[src/rtl/bcd_digit_sequencer_pkg.sv]
// Shared state encoding, digit limit and the BCD wrap-around step for the digit sequencer.
// Pure definitions: no latency, no flow control.
package bcd_digit_sequencer_pkg;

    typedef enum logic [1:0] {
        ST_IDLE  = 2'b00,
        ST_RUN   = 2'b01,
        ST_PAUSE = 2'b10
    } state_t;

    localparam logic [3:0] BCD_MAX = 4'd9;

    // Returns {wrap, next_digit}; out-of-range inputs fold to a legal digit.
    function automatic logic [4:0] bcd_advance(input logic [3:0] digit, input logic up);
        logic [4:0] res;
        if (up) begin
            if (digit >= BCD_MAX) res = {1'b1, 4'd0};
            else                  res = {1'b0, digit + 4'd1};
        end else begin
            if (digit == 4'd0)        res = {1'b1, BCD_MAX};
            else if (digit > BCD_MAX) res = {1'b0, BCD_MAX};
            else                      res = {1'b0, digit - 4'd1};
        end
        return res;
    endfunction

endpackage

[src/rtl/bcd_digit_sequencer_tick_prescaler.sv]
// Free-running step-rate divider: tick flags the terminal count, count returns to 0 when enabled there.
// tick is combinational from the count register; clear overrides count_en, nothing backpressures it.
module tick_prescaler #(
    parameter int TICK_DIV = 5,
    parameter int PS_W     = 8
) (
    input  logic clk,
    input  logic reset,
    input  logic clear,
    input  logic count_en,
    output logic tick
);

    localparam logic [PS_W-1:0] LAST = PS_W'(TICK_DIV - 1);

    logic [PS_W-1:0] count;

    assign tick = (count == LAST);

    always_ff @(posedge clk) begin
        if (reset) begin
            count <= '0;
        end else if (clear) begin
            count <= '0;
        end else if (count_en) begin
            count <= tick ? '0 : count + PS_W'(1);
        end
    end

endmodule

[src/rtl/bcd_digit_sequencer.sv]
// BCD digit source for a one-hot decoder: IDLE/RUN/PAUSE control, load, single-step, carry on wrap.
// All outputs registered (one edge from inputs); no backpressure, lower-priority events are dropped.
module bcd_digit_sequencer
    import bcd_digit_sequencer_pkg::*;
#(
    parameter int TICK_DIV = 5,
    parameter int PS_W     = 8
) (
    input  logic       clk,
    input  logic       reset,
    input  logic       start,
    input  logic       stop,
    input  logic       up_down,
    input  logic       step,
    input  logic       load,
    input  logic [3:0] load_val,
    output logic       enable,
    output logic [3:0] dec_in,
    output logic       carry,
    output logic       running
);

    state_t     state;
    state_t     state_nxt;
    logic [3:0] digit_nxt;
    logic       carry_nxt;
    logic       advance;
    logic       ps_clear;
    logic       ps_count_en;
    logic       tick;
    logic [4:0] adv_res;

    tick_prescaler #(
        .TICK_DIV (TICK_DIV),
        .PS_W     (PS_W)
    ) u_prescaler (
        .clk      (clk),
        .reset    (reset),
        .clear    (ps_clear),
        .count_en (ps_count_en),
        .tick     (tick)
    );

    assign adv_res = bcd_advance(dec_in, up_down);

    // One event per edge in priority order load > stop > start > step/tick.
    always_comb begin
        state_nxt   = state;
        digit_nxt   = dec_in;
        carry_nxt   = 1'b0;
        advance     = 1'b0;
        ps_clear    = 1'b0;
        ps_count_en = 1'b0;

        if (load) begin
            ps_clear = 1'b1;
            if (load_val <= BCD_MAX) digit_nxt = load_val;
        end else if (stop) begin
            case (state)
                ST_RUN:   state_nxt = ST_PAUSE;
                ST_PAUSE: begin
                    state_nxt = ST_IDLE;
                    digit_nxt = 4'd0;
                end
                default:  state_nxt = ST_IDLE;
            endcase
        end else if (start && (state != ST_RUN)) begin
            state_nxt = ST_RUN;
            ps_clear  = 1'b1;
        end else begin
            case (state)
                ST_RUN: begin
                    ps_count_en = 1'b1;
                    advance     = tick;
                end
                ST_PAUSE: advance   = step;
                ST_IDLE:  advance   = 1'b0;
                default:  state_nxt = ST_IDLE;
            endcase
        end

        if (advance) begin
            carry_nxt = adv_res[4];
            digit_nxt = adv_res[3:0];
        end
    end

    always_ff @(posedge clk) begin
        if (reset) begin
            state   <= ST_IDLE;
            dec_in  <= 4'd0;
            carry   <= 1'b0;
            enable  <= 1'b0;
            running <= 1'b0;
        end else begin
            state   <= state_nxt;
            dec_in  <= digit_nxt;
            carry   <= carry_nxt;
            enable  <= (state_nxt != ST_IDLE);
            running <= (state_nxt == ST_RUN);
        end
    end

endmodule

[config.mk]
export PLATFORM = sky130hd
export DESIGN_NAME = bcd_digit_sequencer
export DESIGN_NICKNAME = d
export VERILOG_FILES = /design/src/rtl/bcd_digit_sequencer_pkg.sv /design/src/rtl/bcd_digit_sequencer_tick_prescaler.sv /design/src/rtl/bcd_digit_sequencer.sv
export SDC_FILE = /design/constraint.sdc
export NUM_CORES = 1
export LEC_CHECK = 0
export CORE_AREA = 2 2 63 65
export DETAILED_ROUTE_END_ITERATION = 12
export DIE_AREA = 0 0 65 67
export PLACE_DENSITY_LB_ADDON = 0.05
export REMOVE_ABC_BUFFERS = 1
export SYNTH_ARGS = -nofsm -noshare
export SYNTH_HDL_FRONTEND = slang
export SYNTH_SLANG_ARGS = --single-unit
export TNS_END_PERCENT = 20
[constraint.sdc]
create_clock -name clk -period 1.96 [get_ports clk]
set_clock_uncertainty 0.15 [all_clocks]
set_input_delay 0.49 -clock clk [delete_from_list [all_inputs] [get_ports clk]]
set_output_delay 0.49 -clock clk [all_outputs]
set_load 0.01 [all_outputs]
==> reports/metrics.cfg <==
[final_layout]
diodes=0
drive_above_1_share=0.239
final_area_sq_mm=0.00159
multi_input_area_sq_um=757
regArea_sq_um=342
area.growth.synth_to_final_pct=39.7
nets=197
nFillCells=376

[min_path]
min_to=u_prescaler.count[7]
hold_depth=2
holdCritStartpoint=u_prescaler.count[7]
hold_path_class=register to register

[die]
die_w_um=65
die_y_um=67
start_util=0.316
row_count=22
fp.dieArea_sq_mm=0.00436
pin_count=18
core_area_sq_mm=0.00361

[sta]
max_freq_mhz=522
finalHoldViolCount=0
tightest_slew_ns=0.402
min_period_ns=1.92
setup-violations-final=0
maxSlewViolCount=0
setup_tns_ns=0
slew_headroom=0.728
timing.final.crit_share=0.977

[worst_setup_path]
cp_data_required_time_ns=1.98
crit_chain=clkdlybuf4s50_1, buf_4, nor4_2, o21a_2, a22oi_1, a211oi_2
critPathKind=input pin to register
crit_fanout=7
ff2ff_path_depth=7
timing.rr.end=dec_in[2]
cpMaxStageDelayCell=clkdlybuf4s50_1
worstPathArrival_ns=1.93
end_kind=register
rr_startpoint=state[1]
startpoint_type=input pin
regToRegSetupSlack_ns=0.11
cpPeakStageDelay_ns=0.44

[routing]
post_drt_wl_per_cell_um=12.8
drt-total-wl_mm=2.87
drcViolationCount=0
antenna_left=0
drtPass1Iterations=4
vias=1096
drt_iter0_markers=53
avgViaCountPerCell=4.89

[run_status]
status=finished, final reports clean

[synth]
ys_ff_latch=17
ys_seq_area_frac=0.299
synth_top_area_frac=0.299
synth.avg_cell_area_sq_um=8.31
syn_inst=137
ys_warn_count=0
synth.distinct_cells=40
synthTopCellsByArea=dfxtp_1 (30%), ha_1 (9.9%), nor2_1 (6.6%)
synth_top_cell_by_area=dfxtp_1
syn-cell-area_sq_mm=0.00114

[power_and_ir_drop]
power.density_mw_per_mm2=526
p_leak_nw=0.655
max-vdd-ir-drop_mv=0.225

[cts]
cts_buffers=3
clk_pin_slew_ns=0.07
cts_tree=yes
insertion_delay_ns=0.25
h-tree-depth=1
ctsRootBufferMaster=clkbuf_8
clock-sinks=17
cts_buffer_depth=2

[grt]
grt_pass1_vias=1109
grt_pass1_wl_mm=5.01
grt_max_degree=11
gr-total-overflow=0
grt_usage=0.149
grt_antenna_before_repair=0

[place]
gp_congestion=0.866
port_buffers=17
postPlaceCellArea_sq_mm=0.00151
dp_hpwl_mm=2.26

[job]
cap_violations=0

power by group:
| part | switching (mW) | leakage [nW] | internal (mW) |
|---|---|---|---|
| clock | 0.124 | 0.0255 | 0.141 |
| sequential | 0.00761 | 0.138 | 0.356 |
| combinational | 0.102 | 0.491 | 0.105 |
| total | 0.234 | 0.655 | 0.602 |
layout make-up:
class,count,share of cell area
clock buffer,3,0.0260
sequential,17,0.215
tap,48,0.0378
timing repair buffer,40,0.216
multi-input combinational,104,0.476
inverter,11,0.0260
clock inverter,1,0.00315
critical path, delay by kind of cell:
family | cells | cell delay [ns]
compound gates | 3 | 0.55
buf+inv | 2 | 0.62
simple gates | 1 | 0.27
flip-flops by register name (all words and copies together) (netlist names):
register / count
dec_in: 4
state: 2
enable: 1
running: 1
u_prescaler.count: 8
carry: 1
timing repair:
item | CTS | global route
setup buffers | 1 | 0
hold buffers | 0 | 0
endpoints found under the setup margin | 3 | 5
pin swaps | 0 | 2
endpoints found under the hold margin | 0 | 0
gates resized for setup | 1 | 7
cells in the mapped netlist:
master	n
a211o_1	1
a211oi_1	1
a211oi_2	3
a21oi_1	6
a22oi_1	4
a2bb2oi_1	1
a31oi_1	1
a32oi_1	1
and2_1	1
and3_1	2
and3b_1	1
buf_2	2
clkbuf_1	3
dfxtp_1	17
ha_1	9
inv_1	11
mux2i_1	1
nand2_1	10
nand2b_1	5
nand3_1	1
nand4_1	4
nor2_1	20
nor2b_1	2
nor3b_1	1
nor3b_2	1
nor4_1	1
nor4_4	1
o211ai_1	2
o21a_1	1
o21a_2	1
o21ai_0	7
o21bai_1	1
o22ai_1	1
o311a_4	1
o311ai_0	1
o31ai_1	2
o41ai_2	1
or4_4	1
xnor2_1	1
xor2_1	6
routing by layer:
layer / wire length (um) / GRT usage
met5: 0 / 0
met4: 31 / 0.0638
met3: 87 / 0.0253
met2: 1410 / 0.256
met1: 1340 / 0.181
placed cells by master, fill, tap and decap left out, drive strengths merged, types with 3 or more instances in the layout:
cell type | Yosys | final
o21ai | 7 | 7
clkbuf | 3 | 3
a21oi | 6 | 6
nand4 | 4 | 4
clkdlybuf4s50 | 0 | 15
xor2 | 6 | 6
a211oi | 4 | 4
nand2 | 10 | 10
nor2 | 20 | 20
nand2b | 5 | 5
buf | 2 | 23
ha | 9 | 9
a22oi | 4 | 4
inv | 11 | 11
dfxtp | 17 | 17
cell families (layout without fill, tap and decap cells):
| logic type | Yosys count | count (layout) | synth area share |
|---|---|---|---|
| AO/OA/AOI/OAI | 36 | 36 | 0.245 |
| XOR/XNOR | 7 | 7 | 0.0538 |
| adder cells (fa/ha/maj) | 9 | 9 | 0.0989 |
| buffers and inverters | 16 | 55 | 0.0549 |
| flip-flops | 17 | 17 | 0.299 |
| multiplexers | 1 | 1 | 0.00879 |
| AND/OR/NAND/NOR | 51 | 51 | 0.240 |
worst max-delay path by stage:
| stage | startpoint | end | slack (ns) | depth (start not counted) |
|---|---|---|---|---|
| floorplan | state[1] | u_prescaler.count[0] | 0.09 | 6 |
| global placement | stop | dec_in[0] | -0.22 | 6 |
| detailed placement | stop | dec_in[2] | -0.34 | 6 |
| CTS | u_prescaler.count[6] | dec_in[2] | 0.004 | 5 |
| global route | load | dec_in[2] | -0.01 | 6 |
| finish | load | dec_in[2] | 0.04 | 6 |
through the flow:
step / std cells / total power [mW] / util / worst slack, ns / hold WS (ns)
2_1_floorplan: 132 / 0.464 / - / 0.0928 / 0.331
3_3_place_gp: 219 / 0.570 / 0.420 / -0.218 / 0.351
3_5_place_dp: 219 / 0.572 / 0.420 / -0.344 / 0.360
4_1_cts: 224 / 0.839 / 0.434 / 0.00357 / 0.383
5_1_grt: 224 / 0.879 / 0.441 / -0.0114 / 0.422
6_report: 224 / 0.836 / 0.441 / 0.0444 / 0.378
Power figures use the tool's default switching activity.
